--- src/rtl/sfu_pkg.sv ---
// Shared constants for the special-function-unit schedulers.
package sfu_pkg;

  localparam int unsigned LOG2_LAT = 5;

endpackage

--- src/rtl/sfu_rr_arbiter.sv ---
// Round-robin arbiter: the search starts at the pointer, and the pointer moves past the winner on advance.
module sfu_rr_arbiter #(
  parameter  int unsigned N_REQ = 4,
  localparam int unsigned ID_W  = $clog2(N_REQ)
) (
  input  logic             clk,
  input  logic             rst,
  input  logic [N_REQ-1:0] valid,
  input  logic             advance,
  output logic [N_REQ-1:0] grant,
  output logic [ID_W-1:0]  win
);

  logic [ID_W-1:0] ptr_q, ptr_d;
  logic            found;
  int              idx;

  always_comb begin
    win   = '0;
    found = 1'b0;
    idx   = 0;
    for (int k = 0; k < int'(N_REQ); k++) begin
      idx = int'(ptr_q) + k;
      if (idx >= int'(N_REQ)) idx = idx - int'(N_REQ);
      if (!found && valid[idx]) begin
        found = 1'b1;
        win   = ID_W'(idx);
      end
    end
    grant = '0;
    if (found) grant[win] = 1'b1;
    ptr_d = ptr_q;
    if (advance && found) ptr_d = (32'(win) == N_REQ - 1) ? '0 : win + ID_W'(1);
  end

  always_ff @(posedge clk or posedge rst) begin
    if (rst) ptr_q <= '0;
    else     ptr_q <= ptr_d;
  end

endmodule

--- src/rtl/sfu_log2_sched.sv ---
// Shares one pipelined log2 engine between N_REQ requesters, tagging each op with its requester ID.
module sfu_log2_sched
  import sfu_pkg::*;
#(
  parameter  int unsigned N_REQ      = 4,
  parameter  int unsigned DATA_WIDTH = 32,
  parameter  int unsigned LAT        = LOG2_LAT,
  localparam int unsigned ID_W       = $clog2(N_REQ)
) (
  input  logic                        clk,
  input  logic                        rst,
  input  logic [N_REQ-1:0]            req_valid,
  input  logic [N_REQ*DATA_WIDTH-1:0] req_data,
  output logic [N_REQ-1:0]            req_ready,
  output logic                        rsp_valid,
  output logic [DATA_WIDTH-1:0]       rsp_data,
  output logic [ID_W-1:0]             rsp_id,
  input  logic                        rsp_ready,
  input  logic                        drain,
  output logic                        busy,
  output logic                        err,
  output logic [DATA_WIDTH-1:0]       eng_operand,
  output logic                        eng_vld_in,
  output logic                        eng_en,
  input  logic [DATA_WIDTH-1:0]       eng_result,
  input  logic                        eng_vld_out
);

  localparam int unsigned CNT_W = $clog2(LAT + 1);

  logic [N_REQ-1:0] grant;
  logic [ID_W-1:0]  win;
  logic             stall, issue, hs;

  logic [LAT-1:0]   tvld_q, tvld_d;
  logic [ID_W-1:0]  tid_q [LAT];
  logic [ID_W-1:0]  tid_d [LAT];
  logic [CNT_W-1:0] cnt_q, cnt_d;
  logic             err_q, err_d;

  sfu_rr_arbiter #(.N_REQ(N_REQ)) u_arb (
    .clk    (clk),
    .rst    (rst),
    .valid  (req_valid),
    .advance(issue),
    .grant  (grant),
    .win    (win)
  );

  // Request and response paths are combinational; reset forces the idle values.
  always_comb begin
    stall       = eng_vld_out & ~rsp_ready & ~rst;
    eng_en      = ~stall;
    issue       = eng_en & ~drain & (|req_valid) & ~rst;
    req_ready   = issue ? grant : '0;
    eng_vld_in  = issue;
    eng_operand = req_data[int'(win)*DATA_WIDTH +: DATA_WIDTH];
    rsp_valid   = eng_vld_out & ~rst;
    rsp_data    = eng_result;
    rsp_id      = tid_q[LAT-1];
    hs          = rsp_valid & rsp_ready;
  end

  // Tag pipe mirrors the engine pipeline and freezes with it.
  always_comb begin
    tvld_d = tvld_q;
    tid_d  = tid_q;
    if (eng_en) begin
      tvld_d   = {tvld_q[LAT-2:0], issue};
      tid_d[0] = win;
      for (int s = 1; s < int'(LAT); s++) tid_d[s] = tid_q[s-1];
    end
  end

  always_comb begin
    cnt_d = cnt_q;
    err_d = err_q;
    if (issue && !hs) begin
      if (cnt_q == CNT_W'(LAT)) err_d = 1'b1;
      else                      cnt_d = cnt_q + CNT_W'(1);
    end else if (hs && !issue) begin
      if (cnt_q == '0) err_d = 1'b1;
      else             cnt_d = cnt_q - CNT_W'(1);
    end
    if (eng_en && (eng_vld_out != tvld_q[LAT-1])) err_d = 1'b1;
  end

  always_ff @(posedge clk or posedge rst) begin
    if (rst) begin
      tvld_q <= '0;
      cnt_q  <= '0;
      err_q  <= 1'b0;
      for (int s = 0; s < int'(LAT); s++) tid_q[s] <= '0;
    end else begin
      tvld_q <= tvld_d;
      cnt_q  <= cnt_d;
      err_q  <= err_d;
      tid_q  <= tid_d;
    end
  end

  assign busy = (cnt_q != '0);
  assign err  = err_q;

endmodule
--- config.mk ---
export PLATFORM = sky130hd
export DESIGN_NAME = sfu_log2_sched
export DESIGN_NICKNAME = d
export VERILOG_FILES = /design/src/rtl/sfu_pkg.sv /design/src/rtl/sfu_rr_arbiter.sv /design/src/rtl/sfu_log2_sched.sv
export SDC_FILE = /design/constraint.sdc
export NUM_CORES = 1
export LEC_CHECK = 0
export BUFFER_PORTS_ARGS = -buffer_cell sky130_fd_sc_hd__buf_4
export CORE_ASPECT_RATIO = 1.25
export CORE_MARGIN = 5
export CORE_UTILIZATION = 42
export CTS_CLUSTER_DIAMETER = 80
export DETAILED_ROUTE_END_ITERATION = 8
export PLACE_DENSITY_LB_ADDON = 0.1
export REMOVE_ABC_BUFFERS = 1
export SYNTH_ARGS = -nofsm -noshare
export SYNTH_HDL_FRONTEND = slang
export SYNTH_SLANG_ARGS = --single-unit
--- constraint.sdc ---
create_clock -name clk -period 2.8 [get_ports clk]
set_input_delay 0.28 -clock clk [delete_from_list [all_inputs] [get_ports clk]]
set_output_delay 0.28 -clock clk [all_outputs]
set_load 0.005 [all_outputs]
* Yosys cells after proc, flatten, opt, wreduce, memory -nomap -nowiden
Index checks and enable logic that the tools add are counted.
** Storage, ports and cells
- Output and inout port bits :: 75
- Logic and storage cells :: 106
- Bits in registers :: 21
- Input port bits :: 169
** Cells by class
- Magnitude comparators :: 10
- Muxes and demuxes :: 38
- Add/sub/neg operators :: 10
- Reductions and logical operators :: 21
- Eq/ne operators :: 6
- Shifts and indexed selects :: 1
- Bitwise operators :: 11
** Operators with widths (count)
- $lt A32 B4 Y1 const B :: 4
- $mux W32 :: 4
- $shiftx A128 B8 Y32 :: 1
- $ge A32 B4 Y1 const B :: 3
- $sub A32 B4 Y32 const B :: 3
- $mux W1 :: 18
- $mux W3 :: 4
- $mux W2 :: 5
- $reduce_bool A3 Y1 :: 3
- $bmux W1 S2 :: 4
- $logic_and A1 B1 Y1 :: 8
- $mux W4 :: 2
- $and A1 B1 Y1 :: 7
- $add A2 B2 Y3 const B :: 2
- $reduce_and A3 Y1 :: 2
- $logic_not A1 Y1 :: 5
- $ne A2 B2 Y1 const B :: 2
- $not A1 Y1 :: 4
- $reduce_or A4 Y1 :: 1
- $sub A2 B3 Y4 const B :: 1
- $add A2 B1 Y3 const B :: 1
- $add A3 B1 Y3 const B :: 1
- $eq A3 B3 Y1 const B :: 1
- $ge A2 B3 Y1 const B :: 1
- 10 further kinds :: 10

* Logic depth before layout (Yosys ltp)
Gate-level depths: netlist of run 1.
- Depth after elaboration :: 21
- Gate-level depth with buffers :: 12
- Gate-level depth less buffers :: 10

* Cells and area by module
A second synthesis of run 1 with hierarchy kept.
** Second synthesis, totals
- Cell total of the unflattened synthesis :: 180
- Area, all modules :: 2218.4 µm²
** By module, submodules not included
- sfu_log2_sched :: area each 1939.4 µm², times used 1, sequential area each 475.5 µm², cells each 150
- sfu_rr_arbiter :: area each 279.0 µm², times used 1, sequential area each 50.0 µm², cells each 30

* Worst setup path after synthesis of run 1
Ideal clock, no wire load.
- Path type :: in2reg
- From :: in eng_vld_out
- To :: reg cnt_q[2]
- Cell stages on the path :: 11
- Data required time :: 2684 ps
- Library setup time :: 116 ps
- Arrival :: 2506 ps
- Buffers on the path :: 2
- Setup slack :: 179 ps
- Path through :: nor3b_1 -> or4_1 -> clkbuf_1 -> inv_1 -> ha_1 -> clkbuf_1 -> inv_1 -> fa_1 -> nor3b_1 -> a21oi_1 -> o311ai_0
** On the way
- Cells in the longest elaborated chain, start to end :: 10
- Elaborated cells on any way between the ends :: 17
- Those cells by class :: 2 x eq/ne; 1 x mux; 8 x bitwise; 6 x reduce/logical
** Ends and longest elaborated chain
- start, declared :: RTL line sfu_log2_sched.sv:26 : input logic eng_vld_out
- $and A1 B1 Y1 * (2 in series) :: RTL line sfu_log2_sched.sv:52 : stall = eng_vld_out & ~rsp_ready & ~rst;
- $not A1 Y1 * :: RTL line sfu_log2_sched.sv:53 : eng_en = ~stall;
- $and A1 B1 Y1 * (3 in series) :: RTL line sfu_log2_sched.sv:54 : issue = eng_en & ~drain & (|req_valid) & ~rst;
- named net eng_vld_in :: RTL line sfu_log2_sched.sv:23 : output logic eng_vld_in,
- $logic_not A1 Y1 :: RTL line sfu_log2_sched.sv:81 : end else if (hs && !issue) begin
- $logic_and A1 B1 Y1 :: RTL line sfu_log2_sched.sv:81
- $reduce_bool A2 Y1 (no source line)
- $reduce_and A3 Y1 (no source line)
- end signal, assigned :: RTL line sfu_log2_sched.sv:96 : cnt_q <= cnt_d;
- end, declared :: RTL line sfu_log2_sched.sv:38 : logic [CNT_W-1:0] cnt_q, cnt_d;
The timed path passes the listed nets; every way through them passes the cells marked *.
A chain may end at the register's enable or synchronous reset.

* Worst setup path in the final report of run 1
- From :: reg u_arb.ptr_q[1]
- To :: out eng_operand[17]
** On the way
- Cells in the longest elaborated chain, start to end :: 16
- Elaborated cells on any way between the ends :: 41
- Those cells by class :: 7 x add/sub; 4 x order compare; 1 x shift; 23 x mux; 6 x reduce/logical
** Ends and longest elaborated chain
- start, declared :: RTL line sfu_rr_arbiter.sv:14 : logic [ID_W-1:0] ptr_q, ptr_d;
- start signal, assigned :: RTL line sfu_rr_arbiter.sv:38 : else ptr_q <= ptr_d;
- parallel branches: the longest is 14 deep, another holds $sub A32 B4 Y32
- $mux W2 * :: RTL line sfu_rr_arbiter.sv:25 : if (!found && valid[idx]) begin
- $shiftx A128 B8 Y32 * :: RTL line sfu_log2_sched.sv:57 : eng_operand = req_data[int'(win)*DATA_WIDTH +: DATA_WIDTH];
- end, declared :: RTL line sfu_log2_sched.sv:22 : output logic [DATA_WIDTH-1:0] eng_operand,
Every way passes the cells marked *. The select of a mux whose other input is x is not followed.

==> impl_metrics.ini, run 1 <==
[run_status]
outcome = finished, final reports clean

[place]
place_inst = 651
dp_hpwl_mm = 9.65
place.port_buffers = 179
place.gp.congestion = 0.814

[layout]
layout.nets = 737
final_core_util_pct = 58.4
antennaDiodeCount = 0
final-instance-count-excl-fill = 658
share_of_final_layout_standard_cells_stronger_than_drive_strength_1_pct = 40.1
areaGrowthSynthToFinish_pct = 35.0

[global_route]
grt_pass1_vias = 3929
grt_busiest_layer = met2
global_route.usage.met1_pct = 26.5
grt.total_usage_pct = 23.8
global_route.usage.met2_pct = 40.1
met3_usage_pct = 11.4
grt_overflow = 0
grt_antenna_before_repair = 0
grt_first_pass_wirelength_mm = 20.1
largest_net_degree_at_the_start_of_global_routing = 98

[power]
power.static_leakage_nw = 2.07
post-layout-total-power_mw = 3.31
max-vdd-ir-drop_mv = 0.507
pwr_density_cell_mw_per_mm2 = 725

[critical_path]
critical-path-max-stage-delay_ns = 0.71
critical_path_launch_point_type = flip-flop
worst-path-stages = 5
critPathKind = reg2out
critical_path.slowest_cell = sky130_fd_sc_hd__or4_2
timing.critical_path.to_type = output port
reg2reg_depth = 7
critical-path-top-delay-family = simple AND/OR/NAND/NOR gates
cp.required_ns = 2.52
crit_path_max_fanout = 97
crit_path_cell_trace = or4_2 > buf_12 > a21bo_1 > a32oi_1 > buf_4
timing.critical_path.buf_inv = 2
worstPathArrival_ns = 2.43

[clock_tree]
cts.reportedPaths.clkPinSlew_ns = 0.08
clk_buf_depth = 2
total_clock_buffers_created_by_cts = 3
cts_num_sinks = 21
cts_root_buf = sky130_fd_sc_hd__clkbuf_8
ctsHtreeMaxLevel = 1
cts_tree = built
clk-insertion-delay-late_ns = 0.26

[job]
timing.max_cap.violations = 0

[synthesis]
yosysSeqAreaShare_pct = 15.5
post-synth-top-area-cell = sky130_fd_sc_hd__dfrtp_1
synth.top_cells.by_area = sky130_fd_sc_hd__dfrtp_1 16%, sky130_fd_sc_hd__nand3_1 9.6%, sky130_fd_sc_hd__a21bo_1 9.4%
synth-seq-cells = 21
synth_area_per_cell_sq_um = 7.42
gate_count_after_technology_mapping = 457
synth_top_area_share_pct = 15.5
synth-warning-count = 0
yosysUniqueCellTypes = 41
synthesis.area_sq_mm = 0.00339

[sta]
final.period_utilization_pct = 96.8
skew_ns = 0.00803
final-setup-viol-count = 0
report.final.hold_viol_count = 0
finalCriticalPeriod_ns = 2.71
tightest_slew_ns = 0.803
timing_max_transition_violations_final = 0
rsz0062_at_grt = no
maximum_frequency_from_static_timing_analysis_mhz = 369
fin_setup_tns_ns = 0
max_slew_margin_pct = 46.4

[floorplan]
core_sq_mm = 0.00784
dieHeight_microns = 110
fp.dieArea_sq_mm = 0.00998
io_pins = 244
std_cell_rows = 36
initial_utilization_pct = 43.2
chipWidth_microns = 90.4

[routing]
final_antenna_net_count = 0
drc = 0
via_count = 4050
finalWirelength_mm = 12.9
drtPass1Iterations = 5
viasPerCell = 6.16
first_iter_violations = 217
wire_per_inst_microns = 19.6

[hold_path]
timing.hold.worst.class = in2async
flip-flops by register name (all words and copies together), names as in the netlist:
signal       flops
cnt_q            3
err              1
rsp_id           2
tid_q            8
tvld_q           5
u_arb.ptr_q      2
power by group:
group          switching, mW  total (mW)  internal [mW]
sequential             0.103       0.517          0.414
clock                  0.100       0.199         0.0991
combinational           1.32        2.60           1.28
total                   1.53        3.31           1.79
worst register-to-register path, cell delays in order, from the launching register on:
cell and delay [ns]:
sky130_fd_sc_hd__dfrtp_2 0.46, sky130_fd_sc_hd__or4_2 0.72, sky130_fd_sc_hd__buf_12 0.23, sky130_fd_sc_hd__and2_1 0.24, sky130_fd_sc_hd__inv_1 0.07, sky130_fd_sc_hd__ha_1 0.21
sky130_fd_sc_hd__nand2_1 0.05, sky130_fd_sc_hd__nand2_1 0.05
layout by cell type (no fill, tap or decap), types with 2 or more instances in the layout:
cell	n
sky130_fd_sc_hd__buf_4	196
sky130_fd_sc_hd__nand3_1	65
sky130_fd_sc_hd__nand2_1	46
sky130_fd_sc_hd__nor4_1	34
sky130_fd_sc_hd__nor3b_1	33
sky130_fd_sc_hd__a21bo_1	32
sky130_fd_sc_hd__a221oi_1	32
sky130_fd_sc_hd__a32oi_1	32
sky130_fd_sc_hd__dfrtp_1	20
sky130_fd_sc_hd__mux2_2	12
sky130_fd_sc_hd__inv_1	6
sky130_fd_sc_hd__nor2_1	4
sky130_fd_sc_hd__o21ai_0	4
sky130_fd_sc_hd__nor2b_1	3
sky130_fd_sc_hd__nor2b_2	3
sky130_fd_sc_hd__ha_1	3
sky130_fd_sc_hd__clkbuf_8	3
sky130_fd_sc_hd__and2_1	2
sky130_fd_sc_hd__nor3_1	2
sky130_fd_sc_hd__o21ai_1	2
worst paths after layout:
check | start | to | slack, ns
worst max-delay path | u_arb.ptr_q[1] | eng_operand[17] | 0.09
worst min-delay path | rst | u_arb.ptr_q[0] | 0.19
worst max register to register | u_arb.ptr_q[1] | u_arb.ptr_q[1] | 0.66
worst min register to register | tvld_q[0] | tvld_q[0] | 0.48
max in group asynchronous | rst | u_arb.ptr_q[1] | 2.06
min in group clk | eng_vld_out | err | 0.33
routing by layer:
layer / up-vias / routed length [microns]
met5: - / 63
met4: 2 / 274
met3: 22 / 1490
met2: 184 / 6390
met1: 1907 / 4680
li1: 1935 / -
cell type report:
| type | instances | area (sq um) |
|---|---|---|
| repair buffers | 198 | 1510 |
| well taps | 95 | 119 |
| multi-input cells | 333 | 2350 |
| inverters | 7 | 26.3 |
| clock buffers | 3 | 41.3 |
| clock inverters | 1 | 5.00 |
| flip-flops and latches | 21 | 527 |
| fillers | 742 | 3260 |
cell usage after synthesis:
master and n:
sky130_fd_sc_hd__dfrtp_1 21, sky130_fd_sc_hd__a32oi_1 32, sky130_fd_sc_hd__nor3b_1 34, sky130_fd_sc_hd__a21bo_1 32
sky130_fd_sc_hd__buf_2 6, sky130_fd_sc_hd__o311ai_0 1, sky130_fd_sc_hd__or3_1 1, sky130_fd_sc_hd__a211oi_1 1
sky130_fd_sc_hd__and2_1 2, sky130_fd_sc_hd__fa_1 1, sky130_fd_sc_hd__or4_1 2, sky130_fd_sc_hd__or4b_1 1
sky130_fd_sc_hd__ha_1 3, sky130_fd_sc_hd__xor2_1 1, sky130_fd_sc_hd__o21ai_1 2, sky130_fd_sc_hd__mux2_2 12
sky130_fd_sc_hd__a211o_1 1, sky130_fd_sc_hd__o21ai_0 4, sky130_fd_sc_hd__nand2_1 46, sky130_fd_sc_hd__nor4_1 34
sky130_fd_sc_hd__clkbuf_1 47, sky130_fd_sc_hd__o21bai_1 2, sky130_fd_sc_hd__buf_6 5, sky130_fd_sc_hd__a31oi_1 1
sky130_fd_sc_hd__xnor2_1 1, sky130_fd_sc_hd__nand3_1 65, sky130_fd_sc_hd__a21o_1 1, sky130_fd_sc_hd__and3_1 1
sky130_fd_sc_hd__a221oi_1 32, sky130_fd_sc_hd__buf_4 34, sky130_fd_sc_hd__o22a_1 1, sky130_fd_sc_hd__o211ai_1 1
sky130_fd_sc_hd__nor2_1 6, sky130_fd_sc_hd__a21oi_1 1, sky130_fd_sc_hd__inv_1 6, sky130_fd_sc_hd__clkinv_1 1
sky130_fd_sc_hd__nor2b_1 6, sky130_fd_sc_hd__nor3_1 2, sky130_fd_sc_hd__a221o_1 1, sky130_fd_sc_hd__a31o_2 1
sky130_fd_sc_hd__buf_1 5
cells by family (layout without fill, tap and decap cells):
| logic type | after synthesis | after routing | share of synthesized area [%] |
|---|---|---|---|
| xor gates and xnor gates | 2 | 2 | 0.517 |
| adders and majority gates | 4 | 4 | 1.70 |
| DFF | 21 | 21 | 15.5 |
| AOI/OAI and AO/OA | 114 | 114 | 29.6 |
| buffers and inverters | 104 | 209 | 16.6 |
| muxes | 12 | 12 | 3.99 |
| and+or+nand+nor | 200 | 201 | 32.0 |
stage by stage:
stage	hold slack [ns]	instance area, sq um	setup slack (ns)
2_1_floorplan	0.257	2850	-2.31
3_3_place_gp	0.456	4490	0.279
3_5_place_dp	0.463	4490	0.229
4_1_cts	0.222	4550	0.0598
5_1_grt	0.272	4570	0.00217
6_report	0.193	4570	0.0891
repair_timing:
action	CTS	global route
hold buffers	0	0
endpoints found under the setup margin	6	4
buffers inserted	0	2
hold endpoints to repair	0	0
gates cloned	1	0
pin swaps	0	0
resized for setup	1	3
Power figures use the tool's default switching activity.
==> run 2: changes to the inputs <==
--- a/config.mk
+++ b/config.mk
@@ -11,7 +11,7 @@
 export CORE_UTILIZATION = 42
 export CTS_CLUSTER_DIAMETER = 80
 export DETAILED_ROUTE_END_ITERATION = 8
-export PLACE_DENSITY_LB_ADDON = 0.1
+export PLACE_DENSITY_LB_ADDON = 0.08
 export REMOVE_ABC_BUFFERS = 1
 export SYNTH_ARGS = -nofsm -noshare
 export SYNTH_HDL_FRONTEND = slang
==> run 2 against run 1 <==
Compared with the run above: clock skew shrank 0.0054 ns; routed wire length fell by 3.3%; sequential power shrank 1%; first-iteration DRC count rose by 13%; worst setup slack improved by 0.040 ns; critical endpoint is now eng_operand[2]; largest power group unchanged.
==> impl_metrics.ini, run 2 (same netlist as run 1, synthesis figures left out) <==
[run_status]
outcome = finished, final reports clean

[power]
power.static_leakage_nw = 2.06
p_int_mw = 1.77
clockPowerShare_pct = 5.9
p_comb_share_pct = 78.5
pwr_density_cell_mw_per_mm2 = 718
switchingPower_mw = 1.49
p_sw_share_pct = 45.7
power.share.sequential_pct = 15.6
max-vdd-ir-drop_mv = 0.515

[layout]
layout.cells.most_common = sky130_fd_sc_hd__buf_4
share_of_final_layout_standard_cells_stronger_than_drive_strength_1_pct = 39.6
nFillCells = 767
most-common-layout-cells = 193 x sky130_fd_sc_hd__buf_4, 65 x sky130_fd_sc_hd__nand3_1, 46 x sky130_fd_sc_hd__nand2_1
layout.nets = 734
regArea_sq_um = 527
multi_input_area_sq_mm = 0.00233
registers.top_by_ff_count = tid_q
areaGrowthSynthToFinish_pct = 34.2
final_core_util_pct = 58.0
antennaDiodeCount = 0
reg_top3 = tid_q (8), tvld_q (5), cnt_q (3)
flip_flop_count_of_the_largest_register_after_layout = 8

[critical_path]
critical-path-max-stage-delay_ns = 0.84
cp.required_ns = 2.52
critical-path-top-delay-family = simple AND/OR/NAND/NOR gates
critical_path_launch_point_type = flip-flop
crit_path_cell_trace = or4_2 > buf_12 > a21bo_1 > a32oi_1 > buf_4
timing.critical_path.to_type = output port
critical_path.slowest_cell = sky130_fd_sc_hd__or4_2
timing.critical_path.buf_inv = 2
worstPathArrival_ns = 2.39
crit_path_max_fanout = 45
critPathKind = reg2out

[routing]
wire_per_inst_microns = 19.0
final_antenna_net_count = 0
drtPass1Iterations = 4
drc = 0
first_iter_violations = 246
finalWirelength_mm = 12.5
viasPerCell = 6.04
via_count = 3955

[floorplan]
fp.dieArea_sq_mm = 0.00998
dieHeight_microns = 110
core_sq_mm = 0.00784
chipWidth_microns = 90.4
io_pins = 244
std_cell_rows = 36
initial_utilization_pct = 43.2

[global_route]
grt_pass1_vias = 3866
grt_overflow = 0
grt_first_pass_wirelength_mm = 19.6
largest_net_degree_at_the_start_of_global_routing = 66
grt.total_usage_pct = 22.9
grt_antenna_before_repair = 0

[sta]
final.period_utilization_pct = 95.4
report.final.hold_viol_count = 0
max_slew_margin_pct = 48.1
tightest_slew_ns = 0.778
fin_setup_tns_ns = 0
maximum_frequency_from_static_timing_analysis_mhz = 374
skew_ns = 0.00264
timing_max_transition_violations_final = 0
layout_setup_ws_ns = 0.129
final-setup-viol-count = 0
rsz0062_at_grt = no
finalCriticalPeriod_ns = 2.67

[clock_tree]
cts_num_sinks = 21
total_clock_buffers_created_by_cts = 3
clk_buf_depth = 2
post_cts_setup_bufs = 0
cts.reportedPaths.clkPinSlew_ns = 0.08
clk-insertion-delay-late_ns = 0.25
ctsHtreeMaxLevel = 1
cts_root_buf = sky130_fd_sc_hd__clkbuf_8
hold_buf_cts = 0
cts_resized = 0
cts_tree = built

[place]
place.port_buffers = 179
detailedPlace.worstSlack_ns = 0.284
place.gp.congestion = 0.780
dp_hpwl_mm = 9.69

[job]
timing.max_cap.violations = 0

[hold_path]
timing.hold.worst.class = in2async
[run 2: cell types whose count changed in the layout (fill, tap and decap cells not counted), sizes merged]
cell	delta
or4b	-1
buf	-2
[run 2: worst paths after layout]
path                                start  slack, ns              to  cells past startpoint
min reg2reg                     tvld_q[0]       0.48       tvld_q[0]                      2
max in group asynchronous             rst       2.08  u_arb.ptr_q[1]                      2
min                                   rst       0.19             err                      2
min in group clk              eng_vld_out       0.34             err                      3
max                        u_arb.ptr_q[1]       0.13  eng_operand[2]                      5
max reg2reg                u_arb.ptr_q[1]       0.79  u_arb.ptr_q[1]                      6
[run 2: area by class of cell]
class                      instances  share of cell area (%)
tap                               95                    2.61
multi-input combinational        332                    51.2
clock buffer                       3                   0.908
clock inverter                     1                   0.110
timing repair buffer             196                    33.0
inverter                           7                   0.578
sequential                        21                    11.6
[run 2: per-layer routing]
metal | part of all wire [%] | GRT usage [%] | wire length (microns)
met1 | 36 | 25.0 | 4540
met2 | 51 | 39.8 | 6350
met3 | 12 | 12.0 | 1500
met4 | 0.71 | 3.57 | 89
met5 | 0 | 1.56 | 0
[run 2: metrics by stage]
stage / std cells / power [mW] / hold WS (ns) / area, sq um
global route: 655 / 3.57 / 0.277 / 4550
floorplan: 360 / 1.96 / 0.257 / 2850
global placement: 651 / 3.04 / 0.457 / 4500
detailed placement: 651 / 3.09 / 0.469 / 4500
CTS: 655 / 3.30 / 0.216 / 4540
finish: 655 / 3.27 / 0.189 / 4550
[run 2: power by group through the flow]
stage / logic (mW) / clock network (mW) / registers (mW)
after floorplan: 1.38 / 0 / 0.577
after global placement: 2.53 / 0 / 0.510
after detailed placement: 2.58 / 0 / 0.514
after CTS: 2.59 / 0.200 / 0.510
after global routing: 2.83 / 0.219 / 0.530
final: 2.56 / 0.194 / 0.510
==> run 3: changes to the inputs <==
--- a/config.mk
+++ b/config.mk
@@ -5,10 +5,11 @@
 export SDC_FILE = /design/constraint.sdc
 export NUM_CORES = 1
 export LEC_CHECK = 0
+export ABC_AREA = 1
 export BUFFER_PORTS_ARGS = -buffer_cell sky130_fd_sc_hd__buf_4
 export CORE_ASPECT_RATIO = 1.25
 export CORE_MARGIN = 5
-export CORE_UTILIZATION = 42
+export CORE_UTILIZATION = 37
 export CTS_CLUSTER_DIAMETER = 80
 export DETAILED_ROUTE_END_ITERATION = 8
 export PLACE_DENSITY_LB_ADDON = 0.08
==> constraint.sdc (replaced) <==
create_clock -name clk -period 2.2 [get_ports clk]
set_input_delay 0.22 -clock clk [delete_from_list [all_inputs] [get_ports clk]]
set_output_delay 0.22 -clock clk [all_outputs]
set_load 0.005 [all_outputs]
==> run 3 against run 2 <==
Compared with the run above: first-iteration DRC count rose by 9.3%; synthesized cell count rose by 20%; non-clock buffer count rose by 33; the run now ends with setup timing left; worst hold slack got worse by 0.050 ns; routed wire length rose by 17%; design area rose by 14%; largest power group unchanged; clock power rose by 30%; final cell count rose by 23%; die area rose by 2.8%; clock-buffer cell count did not move; critical path depth rose by 11.
==> impl_metrics.ini, run 3 <==
[run_status]
outcome = finished with violations
violations = setup timing

[power]
pwr_density_cell_mw_per_mm2 = 1900
power.static_leakage_nw = 3.03
max-vdd-ir-drop_mv = 0.838

[clock_tree]
ctsHtreeMaxLevel = 1
cts.reportedPaths.clkPinSlew_ns = 0.07
total_clock_buffers_created_by_cts = 3
cts_tree = built
hold_buf_cts = 0
cts_num_sinks = 21
cts_root_buf = sky130_fd_sc_hd__clkbuf_8
clk-insertion-delay-late_ns = 0.26
clk_buf_depth = 2

[synthesis]
yosysSeqAreaShare_pct = 17.1
post-synth-top-count-cell = sky130_fd_sc_hd__nand2_1
yosysUniqueCellTypes = 27
synth_top_area_share_pct = 27.2
synth_flop_cell = sky130_fd_sc_hd__dfrtp_1
post-synth-top-area-cell = sky130_fd_sc_hd__nand2_1
gate_count_after_technology_mapping = 547
synth_area_per_cell_sq_um = 5.63
synth-warning-count = 0
synth.top_cells.by_area = sky130_fd_sc_hd__nand2_1 27%, sky130_fd_sc_hd__dfrtp_1 17%, sky130_fd_sc_hd__nand4_1 13%
synthesis.area_sq_mm = 0.00308
ys_top_cells_by_count = 223 x sky130_fd_sc_hd__nand2_1, 82 x sky130_fd_sc_hd__inv_1, 65 x sky130_fd_sc_hd__nand4_1
synth_edf_count = 0
synth-seq-cells = 21
async_set_reset_flop_share_out_of_synthesis_pct = 100

[routing]
final_antenna_net_count = 0
via_count = 4292
first_iter_violations = 269
drtPass1Iterations = 4
viasPerCell = 5.33
drc = 0
finalWirelength_mm = 14.6
wire_per_inst_microns = 18.2

[floorplan]
chipWidth_microns = 91.6
fp.dieArea_sq_mm = 0.0103
io_pins = 244
core_sq_mm = 0.00819
dieHeight_microns = 112
initial_utilization_pct = 37.6
std_cell_rows = 37

[layout]
regArea_sq_um = 527
final_design_area_no_fill_sq_mm = 0.00517
antennaDiodeCount = 0
most-common-layout-cells = 186 x sky130_fd_sc_hd__buf_4, 170 x sky130_fd_sc_hd__nand2_1, 79 x sky130_fd_sc_hd__inv_1
layout.cells.most_common = sky130_fd_sc_hd__buf_4
final_core_util_pct = 63.2
layout.nets = 883
registers.top_by_ff_count = tid_q
nFillCells = 778
flip_flop_count_of_the_largest_register_after_layout = 8
areaGrowthSynthToFinish_pct = 68.1
multi_input_area_sq_mm = 0.00202
reg_top3 = tid_q (8), tvld_q (5), cnt_q (3)
share_of_final_layout_standard_cells_stronger_than_drive_strength_1_pct = 44.4

[place]
place.port_buffers = 179
dp_hpwl_mm = 9.17
detailedPlace.worstSlack_ns = -0.0748
placed_cell_area_sq_mm = 0.00421
place.gp.congestion = 0.887

[critical_path]
reg2reg_depth = 14
cp.required_ns = 1.98
critical-path-max-stage-delay_ns = 0.46
critical-path-top-delay-family = simple AND/OR/NAND/NOR gates
crit_path_max_fanout = 8
critical_path_launch_point_type = flip-flop
worstPathArrival_ns = 2.20
worstReg2RegEnd = u_arb.ptr_q[0]
crit_path_cell_trace = clkinv_4 > nand2_2 > nand2_2 > nand2_2 > nand2_4 > nand2_4 > nand2_4 > nand2_4 > nand3_4 > buf_12 > buf_12 > nand2_1 > nand2_1 > nand2_1 > nand2_1 > buf_4
critical_path.slowest_cell = sky130_fd_sc_hd__dfrtp_2
timing.critical_path.to_type = output port
ff2ff_setup_slack_ns = 0.18
r2r_start = u_arb.ptr_q[0]
critPathKind = reg2out
timing.critical_path.buf_inv = 4

[sta]
tightest_slew_ns = 0.816
final.period_utilization_pct = 110
skew_ns = 0.00132
final-setup-viol-count = 36
holdWs_ns = 0.139
fin_setup_tns_ns = -6.58
layout_setup_ws_ns = -0.219
max_slew_margin_pct = 45.5
maximum_frequency_from_static_timing_analysis_mhz = 413
finalCriticalPeriod_ns = 2.42
report.final.hold_viol_count = 0
rsz0062_at_grt = yes
timing_max_transition_violations_final = 0

[hold_path]
timing.hold.worst.class = in2async

[job]
timing.max_cap.violations = 0

[global_route]
grt_antenna_before_repair = 0
grt_overflow = 0
grt_pass1_vias = 3800
largest_net_degree_at_the_start_of_global_routing = 44
grt.total_usage_pct = 24.6
grt_first_pass_wirelength_mm = 20.4
run 3: cell type report:
type,instances,area share (%)
multi-input cells,369,39.1
well taps,97,2.35
flip-flops and latches,21,10.2
clock inverters,1,0.0967
clock buffers,3,0.798
repair buffers,229,40.9
inverters,86,6.58
run 3: cell families after synthesis:
logic type               after synthesis  share of synthesized area [%]
multiplexers                           1                          0.366
AND/OR/NAND/NOR                      346                           50.2
buffers and inverters                157                           27.0
flip-flops                            21                           17.1
adder cells (fa/ha/maj)                4                           1.87
AO/OA/AOI/OAI                         15                           2.60
XOR/XNOR                               3                          0.854
run 3: repair_timing:
item,CTS,global route
pin swaps,16,29
setup endpoints to repair,36,37
gates cloned,4,10
buffers inserted,19,2
hold endpoints to repair,0,0
gates resized for setup,44,88
run 3: metal layers:
metal	global-route usage, %	vias up	share of wire (%)
met3	9.46	34	11
met4	6.84	4	2.6
met2	39.8	254	48
li1	-	2019	-
met1	30.0	1981	38
met5	5.39	-	0.53
run 3: metrics by stage:
stage	total power, mW	instances
after global placement	6.28	768
after floorplan	3.59	476
after global routing	10.5	806
final	9.82	806
after detailed placement	6.31	768
after CTS	8.01	795
run 3: power breakdown:
part | leakage, nW | internal (mW) | total (mW) | switching (mW)
Combinational | 2.75 | 4.54 | 8.92 | 4.38
Clock | 0.0255 | 0.126 | 0.252 | 0.125
Sequential | 0.255 | 0.526 | 0.649 | 0.122
Total | 3.03 | 5.19 | 9.82 | 4.62
run 3: worst max path at each step:
stage / start / to / slack, ns / cells past startpoint
2_1_floorplan: req_valid[0] / cnt_q[1] / -1.50 / 8
3_3_place_gp: u_arb.ptr_q[0] / eng_operand[15] / -0.03 / 13
3_5_place_dp: u_arb.ptr_q[0] / eng_operand[15] / -0.07 / 13
4_1_cts: u_arb.ptr_q[0] / eng_operand[25] / -0.15 / 16
5_1_grt: u_arb.ptr_q[0] / eng_operand[1] / -0.36 / 16
6_report: u_arb.ptr_q[0] / eng_operand[3] / -0.22 / 16
